--- src/rtl/display_scan_ctrl.sv ---
// Time-multiplexed scan controller for an N-digit 7-segment display sharing one BCD decoder.
// Optional build macro LEADING_ZERO_BLANK_EN: darkens digits above the most significant nonzero nibble.
module display_scan_ctrl #(
    parameter int NUM_DIGITS   = 4,
    parameter int REFRESH_DIV  = 50000,
    parameter int BLANK_CYCLES = 2
) (
    input  logic                    clk,
    input  logic                    rst_n,
    input  logic                    en,
    input  logic                    load,
    input  logic [4*NUM_DIGITS-1:0] valor,
    output logic [3:0]              dec_in,
    input  logic [6:0]              dec_out,
    output logic [6:0]              SAIDA,
    output logic [NUM_DIGITS-1:0]   digit_en,
    output logic                    frame_done
);

    localparam int MAXC = (REFRESH_DIV > BLANK_CYCLES) ? REFRESH_DIV : BLANK_CYCLES;
    localparam int CW   = $clog2(MAXC + 1);
    localparam int IW   = $clog2(NUM_DIGITS);
    localparam int VW   = 4 * NUM_DIGITS;

    typedef enum logic [1:0] {
        IDLE  = 2'd0,
        BLANK = 2'd1,
        SHOW  = 2'd2
    } state_t;

    state_t              state_q, state_d;
    logic [IW-1:0]       idx_q, idx_d;
    logic [CW-1:0]       cnt_q, cnt_d;
    logic [VW-1:0]       display_q, display_d;
    logic [VW-1:0]       pending_q, pending_d;
    logic                pending_valid_q, pending_valid_d;
    logic [3:0]          dec_in_q, dec_in_d;
    logic [6:0]          saida_q, saida_d;
    logic [NUM_DIGITS-1:0] digit_en_q, digit_en_d;
    logic                frame_done_q, frame_done_d;
    logic [6:0]          showSeg;

    function automatic logic [3:0] nibbleAt(input logic [VW-1:0] v, input logic [IW-1:0] k);
        logic [VW-1:0] s;
        s = v >> {k, 2'b00};
        return s[3:0];
    endfunction

`ifdef LEADING_ZERO_BLANK_EN
    // Digit k is blanked when it and every nibble above it are zero; digit 0 always shows.
    logic [NUM_DIGITS-1:0] lzMask;

    always_comb begin
        logic seenNz;
        seenNz = 1'b0;
        lzMask = '0;
        for (int k = NUM_DIGITS - 1; k >= 1; k--) begin
            if (display_q[4*k +: 4] != 4'd0) begin
                seenNz = 1'b1;
            end
            lzMask[k] = !seenNz;
        end
    end

    assign showSeg = lzMask[idx_q] ? 7'd0 : dec_out;
`else
    assign showSeg = dec_out;
`endif

    always_ff @(posedge clk) begin
        if (!rst_n) begin
            state_q         <= IDLE;
            idx_q           <= '0;
            cnt_q           <= '0;
            display_q       <= '0;
            pending_q       <= '0;
            pending_valid_q <= 1'b0;
            dec_in_q        <= '0;
            saida_q         <= '0;
            digit_en_q      <= '0;
            frame_done_q    <= 1'b0;
        end else begin
            state_q         <= state_d;
            idx_q           <= idx_d;
            cnt_q           <= cnt_d;
            display_q       <= display_d;
            pending_q       <= pending_d;
            pending_valid_q <= pending_valid_d;
            dec_in_q        <= dec_in_d;
            saida_q         <= saida_d;
            digit_en_q      <= digit_en_d;
            frame_done_q    <= frame_done_d;
        end
    end

    always_comb begin
        state_d         = state_q;
        idx_d           = idx_q;
        cnt_d           = cnt_q;
        display_d       = display_q;
        pending_d       = pending_q;
        pending_valid_d = pending_valid_q;
        dec_in_d        = dec_in_q;
        saida_d         = saida_q;
        digit_en_d      = digit_en_q;
        frame_done_d    = 1'b0;

        if (load) begin
            pending_d       = valor;
            pending_valid_d = 1'b1;
        end

        if (!en) begin
            state_d    = IDLE;
            idx_d      = '0;
            cnt_d      = '0;
            saida_d    = '0;
            digit_en_d = '0;
            dec_in_d   = '0;
        end else begin
            case (state_q)
                IDLE: begin
                    state_d = BLANK;
                    idx_d   = '0;
                    cnt_d   = '0;
                    // A load arriving on this same edge stays pending for the next frame boundary.
                    if (pending_valid_q) begin
                        display_d       = pending_q;
                        pending_valid_d = load;
                    end
                    dec_in_d = nibbleAt(display_d, '0);
                end
                BLANK: begin
                    saida_d    = '0;
                    digit_en_d = '0;
                    if (cnt_q == CW'(BLANK_CYCLES - 1)) begin
                        state_d    = SHOW;
                        cnt_d      = '0;
                        saida_d    = showSeg;
                        digit_en_d = {{(NUM_DIGITS-1){1'b0}}, 1'b1} << idx_q;
                    end else begin
                        cnt_d = cnt_q + CW'(1);
                    end
                end
                SHOW: begin
                    if (cnt_q == CW'(REFRESH_DIV - 1)) begin
                        state_d    = BLANK;
                        cnt_d      = '0;
                        saida_d    = '0;
                        digit_en_d = '0;
                        if (idx_q == IW'(NUM_DIGITS - 1)) begin
                            idx_d        = '0;
                            frame_done_d = 1'b1;
                            // Frame boundary: a coincident load bypasses the pending register.
                            if (load) begin
                                display_d       = valor;
                                pending_valid_d = 1'b0;
                            end else if (pending_valid_q) begin
                                display_d       = pending_q;
                                pending_valid_d = 1'b0;
                            end
                        end else begin
                            idx_d = idx_q + IW'(1);
                        end
                        dec_in_d = nibbleAt(display_d, idx_d);
                    end else begin
                        cnt_d = cnt_q + CW'(1);
                    end
                end
                default: begin
                    state_d = IDLE;
                end
            endcase
        end
    end

    assign dec_in     = dec_in_q;
    assign SAIDA      = saida_q;
    assign digit_en   = digit_en_q;
    assign frame_done = frame_done_q;

endmodule

--- config.mk ---
export PLATFORM = sky130hd
export DESIGN_NAME = display_scan_ctrl
export DESIGN_NICKNAME = d
export VERILOG_FILES = /design/src/rtl/display_scan_ctrl.sv
export SDC_FILE = /design/constraint.sdc
export NUM_CORES = 1
export LEC_CHECK = 0
export BUFFER_PORTS_ARGS = -buffer_cell sky130_fd_sc_hd__clkbuf_2
export CAP_MARGIN = 40
export CORE_UTILIZATION = 58
export DETAILED_ROUTE_END_ITERATION = 16
export PLACE_DENSITY = 0.9
export SYNTH_ARGS = -nofsm -noshare
export SYNTH_HDL_FRONTEND = slang
export SYNTH_SLANG_ARGS = --single-unit
--- constraint.sdc ---
create_clock -name clk -period 3.2 [get_ports clk]
set_clock_uncertainty 0.2 [all_clocks]
set_input_delay 0.16 -clock clk [delete_from_list [all_inputs] [get_ports clk]]
set_output_delay 0.16 -clock clk [all_outputs]
set_load 0.01 [all_outputs]
### Word-level counts from Yosys, hierarchy flattened

Cells that the tools add are included.

| word-level totals | value |
|---|---|
| word-level logic and storage cells | 68 |
| register bits | 69 |
| input port bits | 27 |
| output and inout bits | 16 |

| operators by class | value |
|---|---|
| add/subtract/negate cells | 2 |
| eq/ne operators | 7 |
| shift-type cells | 2 |
| mux-type cells | 37 |
| reduce and logical (&&, ||, !) cells | 10 |

Operator list:

| cell | number |
|---|---|
| 16-bit two-way mux | 9 |
| 16-bit case mux with 3 select lines | 1 |
| 16-bit case mux with 2 select lines | 1 |
| 16-bit by 1-bit adder with 16-bit output, second input constant | 1 |
| 16-bit by 1-bit equality test with 1-bit output, second input constant | 1 |
| 16-bit equality test, second input constant | 1 |
| 4-bit case mux with 2 select lines | 2 |
| 16-bit by 4-bit right shift with 4-bit output | 1 |
| 2-bit two-way mux | 7 |
| 7-bit two-way mux | 2 |
| 7-bit case mux with 2 select lines | 1 |
| 4-bit two-way mux | 3 |
| 1-bit two-way mux | 8 |
| 2-bit AND reduction | 4 |
| 2-bit case mux with 3 select lines | 1 |
| 2-bit equality test, second input constant | 2 |
| 2-bit inequality test, second input constant | 2 |
| 2-bit case mux with 2 select lines | 1 |
| 4-bit AND reduction | 1 |
| 2-bit nonzero test | 2 |
| 1-bit by 2-bit left shift with 4-bit output, first input constant | 1 |
| 3-bit AND reduction | 1 |
| 3-bit nonzero test | 1 |
| 2-bit by 1-bit adder with 2-bit output, second input constant | 1 |
| other kinds (3) | 3 |

### Longest topological paths before layout

Gate-level depths: netlist (run 1).

| depth | value |
|---|---|
| depth after elaboration | 9 |
| gate-level depth with buffers | 10 |

### Worst setup path before layout (run 1)

Ideal clock, no wire load.

| timing | value |
|---|---|
| kind | register to register |
| start point | register state_q[0] |
| end point | register digit_en_q[3] (netlist: digit_en[3]) |
| path buffers | 3 |
| data required time | 2872 ps |
| path slack | 872 ps |
| stages on the path, launching flop included | 11 |
| arrival time | 2000 ps |
| cell sequence | dfxtp_1 -> inv_1 -> ha_1 -> buf_2 -> or4b_1 -> nor4_4 -> buf_4 -> a21oi_1 -> buf_2 -> a22oi_1 -> nor2_1 |

| between the ends | value |
|---|---|
| longest elaborated chain between the ends | 3 |

RTL lines:

| item | RTL line | source |
|---|---|---|
| from (decl) | 31 | `state_t state_q, state_d;` |
| from (signal assigned) | 83 | `state_q <= state_d;` |
| 2-bit equality test or 2-bit by 1-bit equality test with 1-bit output (tied branches) | 121 | `case (state_q)` |
| 2-bit inequality test (no source line) or 2-bit nonzero test (tied branches) | n/a |  |
| 2-bit AND reduction (no source line) | n/a |  |
| to (signal assigned) | 91 | `digit_en_q <= digit_en_d;` |
| to (decl) | 39 | `logic [NUM_DIGITS-1:0] digit_en_q, digit_en_d;` |

Several ways; a longest one is shown, not always the timed one.
A chain may end at the register's enable or synchronous reset.

### Worst setup path after layout (run 1)

| timing | value |
|---|---|
| start point | register state_q[0] |
| end point | register display_q[10] |

| between the ends | value |
|---|---|
| longest elaborated chain between the ends | 3 |

RTL lines:

| item | RTL line | source |
|---|---|---|
| 2-bit equality test or 2-bit logical NOT (tied branches) | 121 |  |
| 2-bit inequality test (no source line) or 2-bit nonzero test (tied branches) | n/a |  |
| 3-bit AND reduction (no source line) | n/a |  |
| to (signal assigned) | 86 | `display_q <= display_d;` |
| to (decl) | 34 | `logic [VW-1:0] display_q, display_d;` |

Several ways; a longest one is shown, not always the timed one.

==> metrics.yaml, run 1 <==
clockBufferDepth: 2
first_global_vias: 3278
synth_nets: 462
start_util_pct: 60.9
timing.fmax_mhz: 366
pwr-share-comb_pct: 13.9
ys.flop_type: "dfxtp_1"
outcome: "finished clean"
slew_violations: 0
critPathKind: "reg2reg"
cp.required_ns: 3.25
place.gp.congestion: 0.877
yosysSeqAreaShare_pct: 37.8
timing.setup.tns_ns: 0
drtAntennaViolNets: 0
arrival_ns: 2.78
fin_cells: 562
row_count: 28
antenna_found_initial: 0
hpwl_mm: 6.02
htree_levels: 3
die_w_um: 81.3
grt_usage_pct: 30.5
hold_path.class: "in2reg"
max-slew-margin-rel_pct: 36.5
clockRootBuffer: "clkbuf_8"
syn_area_um2: 3650
yosysWarnings: 0
grt_pass1_wl_mm: 15.4
min_period_ns: 2.73
setup_violations: 0
crit_path_start_kind: "flop"
p_int_uw: 1390
die_area_um2: 6620
dr_total_vias: 3541
synth-edff-count: 0
swShare_pct: 28.5
fill_cells: 443
io_buffer_count: 42
finalHoldViolCount: 0
drc: 0
dieHeight_um: 81.3
design_area_um2: 4340
cts_sinks: 69
synth_cells: 425
met3_length_um: 732
dpl_cell_area_um2: 3890
p_seq_share_pct: 47.8
vdd_drop_max_mv: 0.355
wl_met2_mm: 4.42
finalCritPeriodShare_pct: 85.4
fin_nets: 519
dr.pass1.iters: 5
cts-buffers-inserted: 9
clk_pin_slew_ns: 0.08
async_flop_share_pct: 0
postCtsResizedCells: 0
avgSynthCellArea_um2: 8.59
drt_iter0_drc: 376
clkPwrFrac_pct: 38.3
wl_per_cell_um: 16.7
p_switching_uw: 553
clkLatencyLatePin_ns: 0.36
ys_types: 57
grt_start_max_net_pins: 28
core_area_um2: 5990
topRoutingLayerUsed: "met4"
viasPerCell: 6.30
leakage_uw: 0.00167
diodes: 0
cts_tree: "built"
place_inst: 522
cp_max_fo: 27
grt_overflow_total: 0
routed_wirelength_mm: 9.36
num_io_pins: 43
rsz0062_at_grt: "false"
ys_ff_latch: 69
wirelength_met1_mm: 4.00
power_density_nw_per_um2: 447
maxCapViolations: 0
worst_pin_slew_ns: 0.953
end_kind: "flop"
synthToLayoutAreaGrowth_pct: 18.8
drive_gt1_share_pct: 18.3
-- registers in the layout, summed over array words and instances (netlist names) --
| name | cells |
|---|---|
| digit_en | 4 |
| state_q | 2 |
| pending_valid_q | 1 |
| display_q | 16 |
| frame_done | 1 |
| pending_q | 16 |
| idx_q | 2 |
| dec_in | 4 |
| cnt_q | 16 |
| SAIDA | 7 |
-- synth_stat cells, types with 2 or more instances --
master / number / area (um2)
a211o_1: 3 / 26.3
a211oi_1: 3 / 22.5
a21o_1: 5 / 37.5
a21oi_1: 29 / 145
a22oi_1: 12 / 90.1
a311oi_1: 2 / 17.5
a31oi_1: 6 / 37.5
a32oi_1: 2 / 17.5
a41oi_1: 5 / 43.8
and2_1: 2 / 12.5
and3_1: 3 / 18.8
and4_1: 2 / 17.5
buf_1: 4 / 15.0
buf_2: 6 / 30.0
clkbuf_1: 16 / 60.1
dfxtp_1: 69 / 1380
ha_1: 10 / 125
inv_1: 13 / 48.8
mux2i_1: 28 / 280
nand2_1: 35 / 131
nand2b_1: 4 / 25.0
nand3_1: 13 / 65.1
nand4_1: 8 / 50.1
nor2_1: 53 / 199
nor2b_1: 4 / 25.0
nor3_1: 3 / 15.0
nor3b_1: 10 / 75.1
nor4_1: 2 / 12.5
o21ai_0: 16 / 80.1
o21bai_1: 2 / 15.0
o221a_2: 11 / 124
o22a_1: 2 / 17.5
o22ai_1: 8 / 50.1
o41ai_2: 2 / 32.5
or2_2: 2 / 12.5
or4b_1: 2 / 20.0
xnor2_1: 3 / 26.3
xor2_1: 6 / 52.6
-- cell type report --
cell class              count  area [um2]  area share, %
well taps                  75        93.8           2.16
inverters                  14        52.6           1.21
clock buffers               9         124           2.85
repair buffers             73         503           11.6
clock inverters             7        80.1           1.85
multi-input cells         315        2100           48.5
flip-flops and latches     69        1380           31.8
-- metrics by stage --
stage	hold WS, ns	power [uW]	utilization [%]	setup slack [ns]
CTS	0.0681	1940	72.4	0.515
global route	0.0796	2010	72.4	0.330
finish	0.0853	1940	72.4	0.466
floorplan	0.0688	1120	-	0.872
detailed placement	0.209	1190	65.0	0.536
global placement	0.196	1170	65.0	0.681
-- kinds of logic (layout without fill, tap and decap cells) --
group,count (synthesis),in the layout,share of synthesized area [%]
XOR/XNOR,9,9,2.16
flip-flops,69,69,37.8
AO/OA/AOI/OAI,115,115,22.8
multiplexers,30,30,8.60
AND/OR/NAND/NOR,151,151,20.7
adder cells (fa/ha/maj),10,10,3.43
buffers and inverters,41,103,4.52
-- repair_timing --
item,CTS,global route
hold buffers,24,0
setup endpoints to repair,0,0
buffers inserted,0,0
endpoints found under the hold margin,24,0
-- power groups by stage --
stage / Sequential [uW] / Combinational (uW) / Clock (uW)
floorplan: 930 / 189 / 0
CTS: 925 / 266 / 748
detailed placement: 944 / 241 / 0
global route: 931 / 296 / 785
finish: 927 / 269 / 743
global placement: 942 / 232 / 0
-- cells in the final DEF, fill, tap and decap left out, types with 3 or more instances in the layout --
| master | count |
|---|---|
| nand3_1 | 13 |
| a21oi_1 | 29 |
| clkbuf_2 | 42 |
| nand2_1 | 35 |
| o21ai_0 | 16 |
| nor2_1 | 53 |
| inv_1 | 13 |
| nor2b_1 | 4 |
| dlygate4sd3_1 | 24 |
| a21o_1 | 5 |
| a22oi_1 | 12 |
| a211oi_1 | 3 |
| o22ai_1 | 8 |
| o221a_2 | 11 |
| a31oi_1 | 6 |
| mux2i_1 | 28 |
| nor3b_1 | 10 |
| xnor2_1 | 3 |
| ha_1 | 10 |
| nand4_1 | 8 |
| dfxtp_1 | 69 |
| nand2b_1 | 4 |
| nor3_1 | 3 |
| clkbuf_8 | 9 |
| xor2_1 | 6 |
| a211o_1 | 3 |
| a41oi_1 | 5 |
| buf_4 | 7 |
| and3_1 | 3 |
| inv_6 | 3 |
-- path summary, 6_finish.rpt --
check | start | endpoint | slack (ns) | cells after the start
hold / removal | rst_n | display_q[6]$_SDFFE_PN0P_ | 0.09 | 2
setup reg to reg | state_q[0]$_SDFFE_PN0P_ | display_q[10]$_SDFFE_PN0P_ | 0.47 | 7
hold reg to reg | pending_q[10]$_SDFFE_PN0P_ | pending_q[10]$_SDFFE_PN0P_ | 0.29 | 2
setup / recovery | state_q[0]$_SDFFE_PN0P_ | display_q[10]$_SDFFE_PN0P_ | 0.47 | 7
-- per-layer routing --
layer | up-vias | GRT usage, %
met5 | - | 0
met4 | 0 | 10.9
met3 | 26 | 7.87
met2 | 188 | 49.6
met1 | 1658 | 38.7
li1 | 1669 | -
-- critical path, cell delays in order, from the launching register on --
cell     delay (ns)
dfxtp_1        0.35
inv_1          0.09
ha_1           0.17
buf_4          0.30
nor2b_1        0.15
o21ai_2        0.76
nor2_2         0.25
o221a_2        0.34
(Power assumes the default switching activity.)
==> run 2: changes to the inputs <==
Settings changed: GPL_TIMING_DRIVEN set to 0.
==> run 2 against run 1 <==
  * Non-clock buffer count up 23
  * Final area up 3.4%
  * Worst setup slack worse by 0.31 ns
  * Maximum frequency down 10%
  * Clock power up 23%
  * Sequential share of layout area down 1.1 points
  * Die area unchanged
  * Global-route usage up 3.6 points
  * Combinational power up 14%
  * Flip-flop and latch count unchanged
  * Final cell count up 4.1%
  * First-iteration DRC count up 24%
  * Critical path type unchanged
  * Highest routed layer unchanged
==> metrics.yaml, run 2 (synthesis results as in run 1) <==
io_buffer_count: 41
multi_input_area_um2: 2110
clockRootBuffer: "clkbuf_8"
die_w_um: 81.3
dr.pass1.iters: 6
cp.required_ns: 3.31
design_area_um2: 4490
use_met2_pct: 52.0
maxCapViolations: 0
p_switching_uw: 568
drt_iter0_drc: 467
synthToLayoutAreaGrowth_pct: 22.9
power_uw: 2140
setup_violations: 0
grt_usage_pct: 34.1
first_global_vias: 3634
num_io_pins: 43
cts_setup_buffers: 0
hpwl_mm: 6.66
drive_gt1_share_pct: 17.6
leakage_uw: 0.00173
die_area_um2: 6620
end_kind: "flop"
fill_cells: 396
fin_nets: 542
htree_levels: 3
grt_start_max_net_pins: 14
place.gp.congestion: 0.953
crit_path_start_kind: "flop"
dpl_cell_area_um2: 3950
rrSetupSlack_ns: 0.16
rsz0062_at_grt: "false"
drtAntennaViolNets: 0
cp_max_fo: 10
cts_tree: "built"
global_route.peak_usage_layer: "met2"
arrival_ns: 3.15
start_util_pct: 60.9
routed_wirelength_mm: 10.5
row_count: 28
pwr-share-comb_pct: 14.3
viasPerCell: 6.48
drc: 0
clkPwrFrac_pct: 42.6
max-slew-margin-rel_pct: 46.1
clk_pin_slew_ns: 0.08
grt_overflow_total: 0
timing.setup.tns_ns: 0
core_area_um2: 5990
grt_use_met1_pct: 42.9
dieHeight_um: 81.3
worst_pin_slew_ns: 0.809
p_int_uw: 1570
wl_per_cell_um: 17.9
seqCellArea_um2: 1380
layout.cells.most_common: "dfxtp_1"
cts_sinks: 69
reg_top3: "cnt_q (16), display_q (16), pending_q (16)"
critPathKind: "reg2reg"
finalCritPeriodShare_pct: 95.1
timing.fmax_mhz: 328
clockBufferDepth: 2
grt_use_met3_pct: 11.8
outcome: "finished clean"
vdd_drop_max_mv: 0.385
dr_total_vias: 3789
swShare_pct: 26.6
min_period_ns: 3.04
final_cell_mix: "dfxtp_1 (69), nor2_1 (52), clkbuf_2 (42)"
grt_pass1_wl_mm: 17.0
antenna_found_initial: 0
hold_path.class: "in2reg"
cts-buffers-inserted: 9
finalHoldViolCount: 0
clkLatencyLatePin_ns: 0.36
diodes: 0
p_seq_share_pct: 43.1
power_density_nw_per_um2: 477
slew_violations: 0
==> run 2: changes by cell type in the layout (fill, tap and decap cells not counted), sizes merged <==
cell	previous run	this run
buf	7	11
inv	16	15
clkbuf	51	67
clkinvlp	2	0
dlygate4sd3	24	28
bufinv	1	3
==> run 2: cell type report <==
cell class,instances,area share [%]
Buffer,27,2.54
Multi-Input combinational cell,315,46.9
Timing Repair Buffer,69,10.8
Sequential cell,69,30.8
Tap cell,75,2.09
Inverter,14,1.17
Clock inverter,6,2.59
Clock buffer,10,3.07
==> run 2: worst paths after layout <==
kind / end / cells after the start / start
max reg2reg: display_q[1]$_SDFFE_PN0P_ / 10 / state_q[0]$_SDFFE_PN0P_
min: pending_valid_q$_SDFF_PN0_ / 3 / load
max: display_q[1]$_SDFFE_PN0P_ / 10 / state_q[0]$_SDFFE_PN0P_
min reg2reg: display_q[11]$_SDFFE_PN0P_ / 2 / display_q[11]$_SDFFE_PN0P_
==> run 2: power by group through the flow <==
stage	sequential (uW)	clock, uW	combinational, uW
finish	921	912	306
global route	923	949	327
CTS	919	917	290
detailed placement	938	0	259
global placement	936	0	249
floorplan	930	0	189
==> run 2: metal layers <==
metal | wire [um] | vias to the layer above
li1 | - | 1718
met5 | 0 | -
met4 | 333 | 0
met1 | 4260 | 1769
met3 | 1140 | 54
met2 | 4730 | 248
==> run 2: through the flow <==
step	hold WS [ns]	cells	utilization, %	setup slack [ns]
floorplan	0.0688	425	-	0.872
global placement	0.197	541	65.9	0.505
detailed placement	0.204	541	65.9	0.416
CTS	0.174	585	74.9	0.212
global route	0.241	585	74.9	0.0118
finish	0.232	585	74.9	0.156
==> run 2: worst max-delay path: stages (launching register included) <==
cell and delay (ns):
dfxtp_1 0.34, inv_1 0.10, ha_1 0.14, buf_2 0.23
or4b_1 0.52, nor4_4 0.22, or2_2 0.17, buf_2 0.19
a21oi_1 0.10, a311oi_1 0.19, dlygate4sd3_1 0.58
==> run 2: what timing repair did <==
item	4_1_cts	5_1_grt
gates resized for setup	0	3
endpoints found under the setup margin	0	7
hold endpoints to repair	25	0
hold buffers	28	0
